File: src/rtl/touch_pkg.sv
// touch_pkg: definitions shared by the touch sequencer, its counter and the
// benches around the touch-to-direction decoder.
//   state_t      : sequencer state encoding
//   DIR_*        : one-hot direction codes {right,left,down,up}
//   is_onehot4() : true when exactly one bit of a 4-bit direction is set
package touch_pkg;

  typedef enum logic [2:0] {
    ST_IDLE        = 3'd0,
    ST_PRESS_DB    = 3'd1,
    ST_WAIT_SAMPLE = 3'd2,
    ST_LATCH       = 3'd3,
    ST_EMIT        = 3'd4,
    ST_HOLD        = 3'd5,
    ST_RELEASE_DB  = 3'd6
  } state_t;

  localparam logic [3:0] DIR_UP    = 4'b0001;
  localparam logic [3:0] DIR_DOWN  = 4'b0010;
  localparam logic [3:0] DIR_LEFT  = 4'b0100;
  localparam logic [3:0] DIR_RIGHT = 4'b1000;

  // v & (v-1) clears the lowest set bit; zero result plus non-zero input
  // means exactly one bit was set.
  function automatic logic is_onehot4(input logic [3:0] v);
    return (v != 4'd0) && ((v & (v - 4'd1)) == 4'd0);
  endfunction

endpackage

File: src/rtl/touch_db_counter.sv
// touch_db_counter: clear/load/enable counter with a terminal-count flag.
//   DOWN=0 counts up, DOWN=1 counts down and saturates at zero.
//   Priority: clear > load > en.
// Ports:
//   clk, reset_n      clock, asynchronous active-low reset
//   clear             force count to zero
//   load, load_val    load count with load_val
//   en                advance count one step
//   tc_val            terminal value to compare against
//   tc                high while count equals tc_val
module touch_db_counter #(
  parameter int W    = 16,
  parameter bit DOWN = 1'b0
) (
  input  logic         clk,
  input  logic         reset_n,
  input  logic         clear,
  input  logic         load,
  input  logic [W-1:0] load_val,
  input  logic         en,
  input  logic [W-1:0] tc_val,
  output logic         tc
);

  localparam logic [W-1:0] ONE = W'(1);

  logic [W-1:0] count_reg;
  logic [W-1:0] count_step;

  generate
    if (DOWN) begin : g_down
      assign count_step = (count_reg == '0) ? count_reg : (count_reg - ONE);
    end else begin : g_up
      assign count_step = count_reg + ONE;
    end
  endgenerate

  always_ff @(posedge clk or negedge reset_n) begin
    if (!reset_n) begin
      count_reg <= '0;
    end else if (clear) begin
      count_reg <= '0;
    end else if (load) begin
      count_reg <= load_val;
    end else if (en) begin
      count_reg <= count_step;
    end
  end

  assign tc = (count_reg == tc_val);

endmodule

File: src/rtl/touch_dir_sequencer.sv
// touch_dir_sequencer: sits between the resistive-touch front end and the
// combinational direction decoder. Debounces pen-down, latches a coordinate
// pair for the decoder, captures its one-hot result and offers it to the game
// logic over valid/ready. Decode mode is frozen for the whole touch.
// Build option: TOUCH_AUTOREPEAT_EN enables auto-repeat while the pen stays
// down in map mode; without it every touch emits at most once.
// Ports:
//   clk, reset_n          clock, asynchronous active-low reset
//   pen_down              raw pen-down (asynchronous, synchronised here)
//   sample_valid          strobe: x_raw/y_raw hold a fresh conversion
//   x_raw, y_raw          raw coordinates
//   battle_en             requested decode mode (1 = battle)
//   dir_in                decoder result for x_hold/y_hold/battle_mode
//   dir_ready             game logic accepts dir_out
//   x_hold, y_hold        latched coordinates to the decoder
//   battle_mode           frozen decode mode to the decoder
//   dir_out, dir_valid    one-hot direction and its valid flag
//   busy                  high outside IDLE
module touch_dir_sequencer
  import touch_pkg::*;
#(
  parameter int DEBOUNCE_CYC = 50000,
  parameter int REPEAT_FIRST = 12500000,
  parameter int REPEAT_RATE  = 2500000
) (
  input  logic       clk,
  input  logic       reset_n,
  input  logic       pen_down,
  input  logic       sample_valid,
  input  logic [7:0] x_raw,
  input  logic [7:0] y_raw,
  input  logic       battle_en,
  input  logic [3:0] dir_in,
  input  logic       dir_ready,
  output logic [7:0] x_hold,
  output logic [7:0] y_hold,
  output logic       battle_mode,
  output logic [3:0] dir_out,
  output logic       dir_valid,
  output logic       busy
);

  localparam int RPT_MAX = (REPEAT_FIRST > REPEAT_RATE) ? REPEAT_FIRST : REPEAT_RATE;
  localparam int CNT_MAX = (DEBOUNCE_CYC > RPT_MAX) ? DEBOUNCE_CYC : RPT_MAX;
  // +1 so a power-of-two parameter value still fits in the counter.
  localparam int CNT_W   = $clog2(CNT_MAX + 1);
  localparam logic [CNT_W-1:0] DB_TC = CNT_W'(DEBOUNCE_CYC - 1);

  logic       pen_meta_reg;
  logic       pen_s_reg;

  state_t     state_reg;
  state_t     state_next;

  logic [7:0] x_hold_reg, x_hold_next;
  logic [7:0] y_hold_reg, y_hold_next;
  logic       battle_mode_reg, battle_mode_next;
  logic [3:0] dir_out_reg, dir_out_next;
  logic       dir_valid_reg, dir_valid_next;
  logic       busy_reg, busy_next;

  logic       handshake;
  logic       dir_onehot;
  logic       db_clear;
  logic       db_en;
  logic       db_tc;
  logic       repeat_expire;

  // Two-flop synchroniser for the asynchronous pen-down line.
  always_ff @(posedge clk or negedge reset_n) begin
    if (!reset_n) begin
      pen_meta_reg <= 1'b0;
      pen_s_reg    <= 1'b0;
    end else begin
      pen_meta_reg <= pen_down;
      pen_s_reg    <= pen_meta_reg;
    end
  end

  assign handshake  = (state_reg == ST_EMIT) && dir_valid_reg && dir_ready;
  assign dir_onehot = is_onehot4(dir_in);

  touch_db_counter #(
    .W    (CNT_W),
    .DOWN (1'b0)
  ) u_db_cnt (
    .clk      (clk),
    .reset_n  (reset_n),
    .clear    (db_clear),
    .load     (1'b0),
    .load_val ({CNT_W{1'b0}}),
    .en       (db_en),
    .tc_val   (DB_TC),
    .tc       (db_tc)
  );

`ifdef TOUCH_AUTOREPEAT_EN
  logic             first_emit_reg;
  logic [CNT_W-1:0] rpt_load_val;
  logic             rpt_load;
  logic             rpt_tc;

  // First emit of a touch waits the long delay; later repeats use the rate.
  always_ff @(posedge clk or negedge reset_n) begin
    if (!reset_n) begin
      first_emit_reg <= 1'b1;
    end else if (state_reg == ST_IDLE) begin
      first_emit_reg <= 1'b1;
    end else if (handshake) begin
      first_emit_reg <= 1'b0;
    end
  end

  assign rpt_load_val = first_emit_reg ? CNT_W'(REPEAT_FIRST) : CNT_W'(REPEAT_RATE);
  // An undecodable sample also arms the timer so a retry is paced rather
  // than re-sampling every few cycles.
  assign rpt_load     = handshake || ((state_reg == ST_LATCH) && !dir_onehot);

  touch_db_counter #(
    .W    (CNT_W),
    .DOWN (1'b1)
  ) u_rpt_cnt (
    .clk      (clk),
    .reset_n  (reset_n),
    .clear    (state_reg == ST_IDLE),
    .load     (rpt_load),
    .load_val (rpt_load_val),
    .en       (state_reg == ST_HOLD),
    .tc_val   ({CNT_W{1'b0}}),
    .tc       (rpt_tc)
  );

  assign repeat_expire = rpt_tc && !battle_mode_reg;
`else
  assign repeat_expire = 1'b0;
`endif

  // State register.
  always_ff @(posedge clk or negedge reset_n) begin
    if (!reset_n) begin
      state_reg <= ST_IDLE;
    end else begin
      state_reg <= state_next;
    end
  end

  // Next-state logic.
  always_comb begin
    state_next = state_reg;
    case (state_reg)
      ST_IDLE: begin
        if (pen_s_reg) state_next = ST_PRESS_DB;
      end
      ST_PRESS_DB: begin
        if (!pen_s_reg)  state_next = ST_IDLE;
        else if (db_tc)  state_next = ST_WAIT_SAMPLE;
      end
      ST_WAIT_SAMPLE: begin
        if (sample_valid)    state_next = ST_LATCH;
        else if (!pen_s_reg) state_next = ST_RELEASE_DB;
      end
      ST_LATCH: begin
        state_next = dir_onehot ? ST_EMIT : ST_HOLD;
      end
      ST_EMIT: begin
        // Pen release is deliberately not looked at until the handshake.
        if (handshake) state_next = ST_HOLD;
      end
      ST_HOLD: begin
        if (!pen_s_reg)         state_next = ST_RELEASE_DB;
        else if (repeat_expire) state_next = ST_WAIT_SAMPLE;
      end
      ST_RELEASE_DB: begin
        if (!pen_s_reg && db_tc) state_next = ST_IDLE;
      end
      default: state_next = ST_IDLE;
    endcase
  end

  // Output / datapath next-value logic.
  always_comb begin
    x_hold_next      = x_hold_reg;
    y_hold_next      = y_hold_reg;
    battle_mode_next = battle_mode_reg;
    dir_out_next     = dir_out_reg;
    dir_valid_next   = dir_valid_reg;
    busy_next        = (state_next != ST_IDLE);
    db_clear         = 1'b0;
    db_en            = 1'b0;
    case (state_reg)
      ST_IDLE: begin
        battle_mode_next = battle_en;
        db_clear         = 1'b1;
      end
      ST_PRESS_DB: begin
        db_en = pen_s_reg;
      end
      ST_WAIT_SAMPLE: begin
        if (sample_valid) begin
          x_hold_next = x_raw;
          y_hold_next = y_raw;
        end
      end
      ST_LATCH: begin
        if (dir_onehot) begin
          dir_out_next   = dir_in;
          dir_valid_next = 1'b1;
        end
      end
      ST_EMIT: begin
        if (handshake) dir_valid_next = 1'b0;
      end
      ST_RELEASE_DB: begin
        // A bounce back to pen-down restarts the stable-low count.
        if (pen_s_reg) db_clear = 1'b1;
        else           db_en    = 1'b1;
      end
      default: ;
    endcase
    // Each debounce phase starts counting from zero.
    if ((state_next != state_reg) &&
        ((state_next == ST_PRESS_DB) || (state_next == ST_RELEASE_DB))) begin
      db_clear = 1'b1;
    end
  end

  // Output registers.
  always_ff @(posedge clk or negedge reset_n) begin
    if (!reset_n) begin
      x_hold_reg      <= 8'd0;
      y_hold_reg      <= 8'd0;
      battle_mode_reg <= 1'b0;
      dir_out_reg     <= 4'd0;
      dir_valid_reg   <= 1'b0;
      busy_reg        <= 1'b0;
    end else begin
      x_hold_reg      <= x_hold_next;
      y_hold_reg      <= y_hold_next;
      battle_mode_reg <= battle_mode_next;
      dir_out_reg     <= dir_out_next;
      dir_valid_reg   <= dir_valid_next;
      busy_reg        <= busy_next;
    end
  end

  assign x_hold      = x_hold_reg;
  assign y_hold      = y_hold_reg;
  assign battle_mode = battle_mode_reg;
  assign dir_out     = dir_out_reg;
  assign dir_valid   = dir_valid_reg;
  assign busy        = busy_reg;

endmodule

File: config.mk
export PLATFORM = sky130hd
export DESIGN_NAME = touch_dir_sequencer
export DESIGN_NICKNAME = d
export VERILOG_FILES = /design/src/rtl/touch_pkg.sv /design/src/rtl/touch_db_counter.sv /design/src/rtl/touch_dir_sequencer.sv
export SDC_FILE = /design/constraint.sdc
export NUM_CORES = 1
export LEC_CHECK = 0
export ABC_AREA = 1
export CAP_MARGIN = 20
export CORE_UTILIZATION = 55
export CTS_BUF_LIST = sky130_fd_sc_hd__clkbuf_2
export DETAILED_ROUTE_END_ITERATION = 8
export MAX_ROUTING_LAYER = met4
export PLACE_DENSITY_LB_ADDON = 0.08
export REMOVE_ABC_BUFFERS = 1
export SLEW_MARGIN = 20
export SYNTH_ARGS = -nofsm -noshare
export SYNTH_HDL_FRONTEND = slang
export SYNTH_SLANG_ARGS = --single-unit
File: constraint.sdc
create_clock -name clk -period 3.9 [get_ports clk]
set_clock_uncertainty 0.1 [all_clocks]
set_input_delay 1.17 -clock clk [delete_from_list [all_inputs] [get_ports clk]]
set_output_delay 1.17 -clock clk [all_outputs]
set_load 0.05 [all_outputs]
==> results of run 1 <==
## placed cells by master, fill, tap and decap left out, drive strengths merged, types with 3 or more instances in the layout
cell	count
nor4	3
nand2	81
inv	32
xnor2	8
clkbuf	6
mux2	16
clkdlybuf4s50	47
dfrtp	52
xor2	12
nand3	23
nand4	5
o21ai	6
nor2	66
nor3	7
## area by class of cell
class / count / area share (%)
clock inverter: 2 / 1.04
tap: 67 / 2.49
multi-input combinational: 233 / 38.8
timing repair buffer: 49 / 14.4
inverter: 33 / 3.72
sequential: 52 / 38.7
clock buffer: 6 / 0.893
## logic make-up (layout without fill, tap and decap cells)
family	after synthesis	in the layout
mux	17	17
compound gates	10	10
simple gates	185	185
flops	52	52
fa+ha+maj	1	1
buf+inv	40	90
xor+xnor	20	20
## routing by layer
metal,global-route usage [%],part of all wire (%),up-vias
li1,-,-,1117
met1,32.4,48,1031
met2,36.6,47,40
met3,4.97,3.1,7
met4,6.54,1.3,0
met5,-,0,-
## report_power, final
group	internal [mW]	switching, mW	total, mW
logic	0.0352	0.0449	0.0801
clock network	0.110	0.170	0.280
registers	0.547	0.00566	0.553
total	0.693	0.221	0.913
## final timing paths
kind,end,cells past startpoint,startpoint
max in group asynchronous,dir_out[2],2,reset_n
hold reg to reg,pen_s_reg,0,pen_meta_reg
setup reg to reg,u_db_cnt.count_reg[0],13,u_db_cnt.count_reg[0]
setup / recovery,y_hold[4],1,y_hold[4]
min in group asynchronous,u_db_cnt.count_reg[18],1,reset_n
hold / removal,pen_s_reg,0,pen_meta_reg
==> out/results.ini, run 1 <==
[clocking]
clock_latency_ns=0.44
cts.sinks=52
cts_resized=0
postCtsSetupBuffers=0
cts_tree=built
cts_buffers=5
clk_pin_slew_ns=0.25
htreeDepth=2
cts_buffer_depth=2
holdBufCountCts=0
cts_root_buffer=clkbuf_2

[critical_path]
slowest_stage=clkdlybuf4s50_1
worstSetupEndpointType=output pin
cp_data_arrival_time_ns=1.66
path_class=flop to output pin
regToRegSetupSlack_ns=1.50
slowest_delay_ns=0.82
startpoint_type=flop
path_delay_family=buffers and inverters
path_cells=clkdlybuf4s50_1
crit_buf_inv=1
cp_max_fo=2
cp_data_required_time_ns=2.63

[grt]
grt_pass1_wl_mm=9.42
grt.total_usage_pct=23.9
grt_pass1_vias=2087
grt_overflow_total=0
antenna_found_initial=0
grt_max_degree=35

[synthesis]
synth_flop_cell=dfrtp_1
synth_area_leaders=dfrtp_1, nand2_1, nor2_1, mux2_2, inv_1
synth-xor-area-share_pct=6.29
syn-cell-area_mm2=0.00278
async_reset_ff_share_pct=100
yosys.area_share.simple_pct=30.8
yosysMostFrequentCell=nand2_1
synth_compound_area_share_pct=2.43
postSynthCellCount=325
synth_area_per_cell_um2=8.56
yosys.area.top_type_share_pct=46.8
synth_seq_cells=52
synthTopCellsByCount=nand2_1, dfrtp_1, nor2_1, inv_1, nand3_1
synth_edf_count=0
synthAdderAreaFrac_pct=0.450
ys_types=31
synth_top_area_cell=dfrtp_1
synthMuxAreaShare_pct=6.83
seq_area_frac_synth_pct=46.8
ys_warn_count=0
synth_top_family_by_area=simple AND/OR/NAND/NOR gates

[layout]
seq_area_mm2=0.00130
final_nets=401
multi_input_area_mm2=0.00130
largest_register_ffs=24
diodes=0
final_util_pct=70.2
syn_to_final_growth_pct=20.8
drive_above_1_share_pct=16.3
n_fill_cell=415
finish.instance_area_mm2=0.00336
final_cell_count_no_fill=442

[floorplan]
die_w_um=73.1
core_area_mm2=0.00479
io_pins=49
die-area_mm2=0.00535
rows=25
die_h_um=73.1
initial_utilization_pct=58.1

[timing]
fin_crit_sh_pct=75.2
fin_crit_ns=2.93
slew_viol_final=0
setup_tns_ns=0
finalSetupViolCount=0
relSlewSlack_pct=54.1
hold_ws_ns=0.284
timing.final.ws_setup_ns=0.966
finalHoldViolations=0
tightestPinTransition_ns=0.683
fmax_mhz=341
rsz0062_at_grt=no

[route]
wirelength_mm=5.62
drc=0
avgViaCountPerCell=4.97
firstDrtPassIters=6
detail_route.iter0.violations=98
antenna_left=0
avgRoutedWirePerCell_um=12.7
vias=2195

[placement]
place_ws_ns=0.561
dp_hpwl_mm=4.18
placed_area_mm2=0.00330
globalplace.congestion=0.856
dp_cells=434
portBuffers=48

[min_path]
hold_class=flop to flop

[outcome]
status=finished, final reports clean

[job]
maxCapViolCount=0

[power_and_ir_drop]
total_power_mw=0.913
p_leak_nw=1.52
power.density_mw_per_mm2=272
peakVddDrop_mv=0.243

Power figures use the tool's default switching activity.
==> inputs of run 2 (changes only) <==
--- a/config.mk
+++ b/config.mk
@@ -7,7 +7,7 @@
 export LEC_CHECK = 0
 export ABC_AREA = 1
 export CAP_MARGIN = 20
-export CORE_UTILIZATION = 55
+export CORE_UTILIZATION = 49
 export CTS_BUF_LIST = sky130_fd_sc_hd__clkbuf_2
 export DETAILED_ROUTE_END_ITERATION = 8
 export MAX_ROUTING_LAYER = met4
==> constraint.sdc (replaced) <==
create_clock -name clk -period 2.5 [get_ports clk]
set_clock_uncertainty 0.1 [all_clocks]
set_input_delay 0.75 -clock clk [delete_from_list [all_inputs] [get_ports clk]]
set_output_delay 0.75 -clock clk [all_outputs]
set_load 0.05 [all_outputs]
==> out/results.ini, run 2 (synthesis gave the netlist of run 1 again) <==
[outcome]
status=finished, final reports clean

[layout]
syn_to_final_growth_pct=21.2
layout_commonest_cell=nand2_1
finish.instance_area_mm2=0.00337  ; +0.34%
final_util_pct=61.3  ; -9.0 points
final_cell_count_no_fill=452  ; +2.3%
final_cell_mix=nand2_1, dfrtp_1, nor2_1
diodes=0  ; unchanged
largest_register_ffs=24  ; unchanged
final_nets=406  ; +1.2%
drive_above_1_share_pct=17.4  ; +1.1 points

[timing]
fin_crit_sh_pct=91.1
fin_crit_ns=2.28
finalSetupViolCount=0  ; unchanged
tightestPinTransition_ns=0.651  ; -0.0312 ns
rsz0062_at_grt=no
relSlewSlack_pct=56.6  ; +2.5 points
slew_viol_final=0  ; unchanged
fmax_mhz=439
finalHoldViolations=0  ; unchanged

[power_and_ir_drop]
total_power_mw=1.34  ; +47%
peakVddDrop_mv=0.286  ; +18%
power.density_mw_per_mm2=397  ; +46%
p_leak_nw=1.63  ; +6.6%

[placement]
portBuffers=48  ; unchanged
dp_cells=444  ; +2.3%
dp_hpwl_mm=3.96  ; -5.2%
placed_area_mm2=0.00335  ; +1.7%
globalplace.congestion=0.808  ; -5.5%

[route]
avgRoutedWirePerCell_um=11.9  ; -6.0%
vias=2203  ; +0.36%
avgViaCountPerCell=4.87  ; -1.9%
antenna_left=0  ; unchanged
drc=0  ; unchanged
detail_route.iter0.violations=104  ; +6.1%
wirelength_mm=5.40  ; -3.9%
firstDrtPassIters=4  ; -2

[critical_path]
crit_path_start=x_hold[6]
startpoint_type=flop
crit_buf_inv=1  ; unchanged
cp_max_fo=2  ; unchanged
r2r-end=u_db_cnt.count_reg[2]
path_cells=dlygate4sd2_1
cp_data_arrival_time_ns=1.43  ; -0.23 ns
r2r-start=u_db_cnt.count_reg[0]
slowest_delay_ns=0.56  ; -0.26 ns
r2r_cells=14  ; +1
path_delay_family=buffers and inverters
regToRegSetupSlack_ns=0.26  ; -1.24 ns
cp_data_required_time_ns=1.65  ; -0.98 ns
slowest_stage=dlygate4sd2_1
worstSetupEndpointType=output pin
path_class=flop to output pin

[job]
maxCapViolCount=0  ; unchanged

[clocking]
cts.sinks=52  ; unchanged
clk_pin_slew_ns=0.28  ; +0.03 ns
cts_buffers=5  ; unchanged
postCtsSetupBuffers=0  ; unchanged
cts_buffer_depth=2  ; unchanged
clock_latency_ns=0.46  ; +0.02 ns
htreeDepth=2  ; unchanged
cts_tree=built
cts_root_buffer=clkbuf_2

[grt]
grt_overflow_total=0  ; unchanged
grt_pass1_vias=2148  ; +2.9%
grt_max_degree=53  ; +51%
grt_pass1_wl_mm=9.58  ; +1.8%
antenna_found_initial=0  ; unchanged
grt.total_usage_pct=20.7  ; -3.2 points

[floorplan]
initial_utilization_pct=50.5  ; -7.6 points
die_h_um=77.4  ; +5.8%
rows=27  ; +8.0%
core_area_mm2=0.00551  ; +15%
io_pins=49  ; unchanged
die-area_mm2=0.00598  ; +12%
die_w_um=77.4  ; +5.8%

[min_path]
hold_class=input pin to asynchronous set/reset pin

## run 2: worst max-delay path by stage
stage          cells after the start  slack (ns)                      to
3_3_place_gp                      12       -0.09  u_db_cnt.count_reg[20]
6_report                           1        0.22               x_hold[6]
3_5_place_dp                      13       -0.13   u_db_cnt.count_reg[0]
5_1_grt                           14        0.03   u_db_cnt.count_reg[2]
2_1_floorplan                     10        0.34   u_db_cnt.count_reg[0]
4_1_cts                            1        0.18               x_hold[6]
## run 2: what timing repair did
action                     CTS  global route
setup endpoints to repair   23             0
gates resized for setup     23             0
hold buffers                 0             0
## run 2: layer usage
| layer | up-vias | part of all wire [%] | global-route usage [%] |
|---|---|---|---|
| met2 | 39 | 47 | 31.6 |
| li1 | 1131 | - | - |
| met3 | 4 | 3.8 | 4.12 |
| met1 | 1029 | 49 | 27.8 |
| met4 | 0 | 0.67 | 6.79 |
| met5 | - | 0 | - |
## run 2: cell type report
type / instances / area (um2)
repair buffers: 54 / 504
clock inverters: 3 / 23.8
clock buffers: 5 / 25.0
flip-flops and latches: 52 / 1300
inverters: 33 / 125
well taps: 72 / 90.1
fillers: 506 / 2130
multi-input cells: 233 / 1300
## run 2: where the power goes
| part | total (mW) | internal (mW) | switching (mW) |
|---|---|---|---|
| sequential | 0.862 | 0.854 | 0.00853 |
| combinational | 0.124 | 0.0539 | 0.0696 |
| clock | 0.354 | 0.0697 | 0.284 |
## run 2: through the flow
stage / setup WS (ns) / setup TNS (ns) / hold WS [ns]
after floorplan: 0.342 / 0 / 0.231
after global placement: -0.0901 / -2.04 / 0.232
after detailed placement: -0.131 / -2.86 / 0.235
after CTS: 0.181 / 0 / 0.261
after global routing: 0.0270 / 0 / 0.279
final: 0.223 / 0 / 0.251
